## src/rtl/id_ex_stage.sv

```systemverilog
// ID/EX pipeline register with EX-stage operand forwarding.
// Holds the decoded instruction for one cycle and resolves operand A/B,
// the store data and the shift amount from the stored fields plus the
// forwarding sources presented by later pipeline stages.
//
// Pipeline control: each rising edge either resets (rst low), loads a
// bubble (flush), holds every stored field (stall) or captures the ID
// inputs. Flush beats stall, and reset beats both. There is no ready
// back-pressure; stall is the only hold mechanism, and valid marks a real
// instruction in the EX slot.
module id_ex_stage #(
    parameter int XLEN = 32,
    parameter int REGW = 5
) (
    input  logic            clk,
    input  logic            rst,
    input  logic            stall,
    input  logic            flush,
    input  logic            id_valid,
    input  logic [XLEN-1:0] id_rs1_data,
    input  logic [XLEN-1:0] id_rs2_data,
    input  logic [XLEN-1:0] id_imm,
    input  logic [XLEN-1:0] id_pc,
    input  logic [REGW-1:0] id_rs1,
    input  logic [REGW-1:0] id_rs2,
    input  logic [REGW-1:0] id_rd,
    input  logic            id_alu_src,
    input  logic [3:0]      id_alu_op,
    input  logic            id_reg_write,
    input  logic            exmem_reg_write,
    input  logic [REGW-1:0] exmem_rd,
    input  logic [XLEN-1:0] exmem_result,
    input  logic            memwb_reg_write,
    input  logic [REGW-1:0] memwb_rd,
    input  logic [XLEN-1:0] memwb_result,
    output logic            ex_valid,
    output logic [3:0]      ex_alu_op,
    output logic            ex_reg_write,
    output logic [REGW-1:0] ex_rd,
    output logic [XLEN-1:0] ex_pc,
    output logic [XLEN-1:0] ex_alu_a,
    output logic [XLEN-1:0] ex_alu_b,
    output logic [XLEN-1:0] ex_store_data,
    output logic [REGW-1:0] ex_shamt
);

    logic            valid_q;
    logic [XLEN-1:0] rs1_data_q;
    logic [XLEN-1:0] rs2_data_q;
    logic [XLEN-1:0] imm_q;
    logic [XLEN-1:0] pc_q;
    logic [REGW-1:0] rs1_q;
    logic [REGW-1:0] rs2_q;
    logic [REGW-1:0] rd_q;
    logic            alu_src_q;
    logic [3:0]      alu_op_q;
    logic            reg_write_q;

    logic [XLEN-1:0] fa;
    logic [XLEN-1:0] fb;
    logic [XLEN-1:0] alu_b;

    // Pipeline register: reset, then bubble, then hold, else capture.
    always_ff @(posedge clk) begin
        if (!rst || flush) begin
            // Reset and bubble clear the same fields, so a stalled
            // instruction is discarded either way.
            valid_q     <= 1'b0;
            rs1_data_q  <= '0;
            rs2_data_q  <= '0;
            imm_q       <= '0;
            pc_q        <= '0;
            rs1_q       <= '0;
            rs2_q       <= '0;
            rd_q        <= '0;
            alu_src_q   <= 1'b0;
            alu_op_q    <= '0;
            reg_write_q <= 1'b0;
        end else if (!stall) begin
            valid_q     <= id_valid;
            rs1_data_q  <= id_rs1_data;
            rs2_data_q  <= id_rs2_data;
            imm_q       <= id_imm;
            pc_q        <= id_pc;
            rs1_q       <= id_rs1;
            rs2_q       <= id_rs2;
            rd_q        <= id_rd;
            alu_src_q   <= id_alu_src;
            alu_op_q    <= id_alu_op;
            reg_write_q <= id_reg_write;
        end
    end

    // Operand forwarding: youngest producer (EX/MEM) first, x0 never forwarded.
    // Driven only by stored indices and live forward inputs, so it tracks
    // producers that complete while this stage is stalled.
    always_comb begin
        fa = rs1_data_q;
        if (exmem_reg_write && (exmem_rd != '0) && (exmem_rd == rs1_q)) begin
            fa = exmem_result;
        end else if (memwb_reg_write && (memwb_rd != '0) && (memwb_rd == rs1_q)) begin
            fa = memwb_result;
        end

        fb = rs2_data_q;
        if (exmem_reg_write && (exmem_rd != '0) && (exmem_rd == rs2_q)) begin
            fb = exmem_result;
        end else if (memwb_reg_write && (memwb_rd != '0) && (memwb_rd == rs2_q)) begin
            fb = memwb_result;
        end

        alu_b = alu_src_q ? imm_q : fb;
    end

    assign ex_valid      = valid_q;
    assign ex_alu_op     = alu_op_q;
    // A non-valid slot must never write back, whatever reg_write was captured.
    assign ex_reg_write  = valid_q & reg_write_q;
    assign ex_rd         = rd_q;
    assign ex_pc         = pc_q;
    assign ex_alu_a      = fa;
    assign ex_alu_b      = alu_b;
    // Store data is the register operand even when B selects the immediate.
    assign ex_store_data = fb;
    // Low bits only: the shifter never sees amounts beyond 2**REGW-1.
    assign ex_shamt      = alu_b[REGW-1:0];

endmodule

```

## config.mk

```make
export PLATFORM = sky130hd
export DESIGN_NAME = id_ex_stage
export DESIGN_NICKNAME = d
export VERILOG_FILES = /design/src/rtl/id_ex_stage.sv
export SDC_FILE = /design/constraint.sdc
export NUM_CORES = 1
export LEC_CHECK = 0
export CAP_MARGIN = 20
export CELL_PAD_IN_SITES_DETAIL_PLACEMENT = 2
export CELL_PAD_IN_SITES_GLOBAL_PLACEMENT = 2
export CORE_MARGIN = 2
export CORE_UTILIZATION = 24
export CTS_BUF_LIST = sky130_fd_sc_hd__clkbuf_8
export CTS_CLUSTER_DIAMETER = 150
export DETAILED_ROUTE_END_ITERATION = 8
export PLACE_DENSITY_LB_ADDON = 0.1
export REMOVE_ABC_BUFFERS = 1
export SYNTH_ARGS = -nofsm -noshare
export SYNTH_HDL_FRONTEND = slang
export SYNTH_SLANG_ARGS = --single-unit
```

## constraint.sdc

```tcl
create_clock -name clk -period 9.4 [get_ports clk]
set_input_delay 2.82 -clock clk [delete_from_list [all_inputs] [get_ports clk]]
set_output_delay 2.82 -clock clk [all_outputs]
set_load 0.005 [all_outputs]
```

==> results.ini <==
[outcome]
outcome = finished, final reports clean

[drt]
wire_per_inst_um = 20.8
drc = 0
vias = 7497
first_pass_iters = 4
wl_mm = 32.8
final_antenna_net_count = 0
drtIter0Drc = 208
viasPerCell = 4.74

[layout]
synthToLayoutAreaGrowth_pct = 59.9
final_util = 0.388
nFillCells = 3418
final_cell_mix = clkdlybuf4s50_1 (372), nor2_1 (221), mux2i_1 (182)
nNetsFinal = 1400
final_common_cell = clkdlybuf4s50_1
drive_above_1_share = 0.0584

[timing]
rsz0062_at_grt = no
fin_skew_ps = 0
holdWs_ps = 498
setup-violations-final = 0
fin_ws_ps = 739
slew_headroom = 0.373
maxSlewViolCount = 0
max_freq_ghz = 0.115
fin_tns_setup_ps = 0
worstMarginPinSlew_ps = 941
period_minus_slack_ps = 8660
period_share = 0.921
hold_viol = 0

[cts]
clkTransAtPathRegs_ps = 80
cts_setup_buffers = 0
clk_latency_ps = 450
h-tree-depth = 4
cts_resized = 0
clkSinkCount = 150
cts_buffer_depth = 2
cts_buffers = 17
cts_tree = done
cts-root-buf = clkbuf_8
hold_buffers = 0

[setup_path]
critPathBufInv = 3
crit_fanout = 19
crit_required_ps = 6580
critPathKind = in2out
path_cells = clkdlybuf4s50_1, or4_4, o211ai_2, or2_2, buf_12, a31oi_1, mux2_2, clkdlybuf4s50_1
critPathLaunchType = input port
cpPeakStageDelay_ps = 570
cpMaxStageDelayCell = or4_4
crit_top_cell = clkdlybuf4s50_1
crit_path_end_kind = output port
cp_top_family = buffers and inverters
critPathArrivalTime_ps = 5840

[yosys]
ys_ff_latch = 150
ys_types = 33
syn_inst = 835
synth-edff-count = 0
async_reset_ff_frac = 0
ys_warn_count = 0
synth_seq_area_share = 0.407
syn-cell-area_mm2 = 0.00737
avgSynthCellArea_um2 = 8.83
ys.flop_type = dfxtp_1

[pwr]
p_per_area_mw_per_mm2 = 121
total_power_uw = 1430
ir_drop_mv = 0.0516
leakage_uw = 0.00452

[global_route]
overflow = 0
grt_pass1_vias = 8236
antenna_found_initial = 3
grt_pass1_wl_mm = 48.5
grt_max_degree = 77
grt_usage = 0.202

[placed_design]
gp_congestion = 0.755
pre_cts_slack_ps = 730
dp_hpwl_mm = 23.4
port_buffers = 373

[die]
die_w_um = 179
die_area_mm2 = 0.0321
initial_core_util = 0.242
die_y_um = 179
io_pins = 374
rows = 64
coreArea_mm2 = 0.0304

[job]
drv_cap = 0

[worst_hold_path]
hp-class = reg2reg

[synthesized netlist by cell type (14+ instances only)]
| master | n | area share |
|---|---|---|
| nor2_1 | 222 | 0.11 |
| mux2i_1 | 182 | 0.25 |
| dfxtp_1 | 150 | 0.41 |
| clkbuf_1 | 37 | 0.019 |
| a21oi_1 | 32 | 0.022 |
| a211oi_1 | 19 | 0.019 |
| nand2_1 | 19 | 0.0097 |
| o31ai_1 | 19 | 0.019 |
| a21boi_0 | 17 | 0.017 |
| xnor2_1 | 16 | 0.019 |
| buf_1 | 15 | 0.0076 |
| nand3_1 | 14 | 0.0095 |
| o21ai_0 | 14 | 0.0095 |
[path summary, 6_finish.rpt]
path             startpoint        endpoint  slack [ps]  cells past startpoint
max reg2reg       alu_src_q       alu_src_q        8160                      3
min          rs2_data_q[14]  rs2_data_q[14]         500                      2
max             exmem_rd[1]    ex_alu_b[19]         740                      8
min reg2reg  rs2_data_q[14]  rs2_data_q[14]         500                      2
[flip-flops by register name (all words and copies together), names as in the netlist]
signal and count:
rs1_q 5, rs1_data_q 32, ex_alu_op 4, ex_valid 1
imm_q 32, rs2_data_q 32, rs2_q 5, ex_rd 5
ex_pc 32, alu_src_q 1, reg_write_q 1
[layer usage]
layer	vias to the layer above	share of wire	track usage
met4	0	0.012	0.0464
met1	3655	0.42	0.235
met2	257	0.47	0.343
met5	-	0	0
met3	27	0.10	0.0867
li1	3558	-	-
[worst register-to-register path, cell delays in order (launching register included)]
cell,delay (ps)
dfxtp_2,320
buf_4,580
mux2i_1,170
nor2_1,110
[logic make-up (layout without fill, tap and decap cells)]
group,after synthesis,after routing,share of synthesized area
buffers and inverters,71,418,0.0431
xor gates and xnor gates,20,20,0.0238
DFF,150,150,0.407
other,0,3,0
AOI/OAI and AO/OA,119,119,0.105
muxes,195,195,0.267
and+or+nand+nor,280,280,0.154
[area by class of cell]
cell class / instances / area, um^2 / area share
Multi-Input combinational cell: 614 / 4070 / 0.345
Timing Repair Buffer: 387 / 3890 / 0.330
Antenna cell: 3 / 7.51 / 0.000637
Clock buffer: 17 / 234 / 0.0198
Clock inverter: 14 / 91.3 / 0.00775
Tap cell: 396 / 495 / 0.0420
Sequential cell: 150 / 3000 / 0.255
[report_power, final]
part / leakage [uW] / switching, uW / internal (uW)
Sequential: 0.00122 / 11.8 / 656
Clock: 0.000150 / 274 / 177
Combinational: 0.00315 / 124 / 187
[metrics by stage]
step	cells	area, um^2
detailed placement	1547	11500
global route	1580	11800
floorplan	764	7060
finish	1581	11800
global placement	1546	11400
CTS	1578	11800
(Power assumes the default switching activity.)
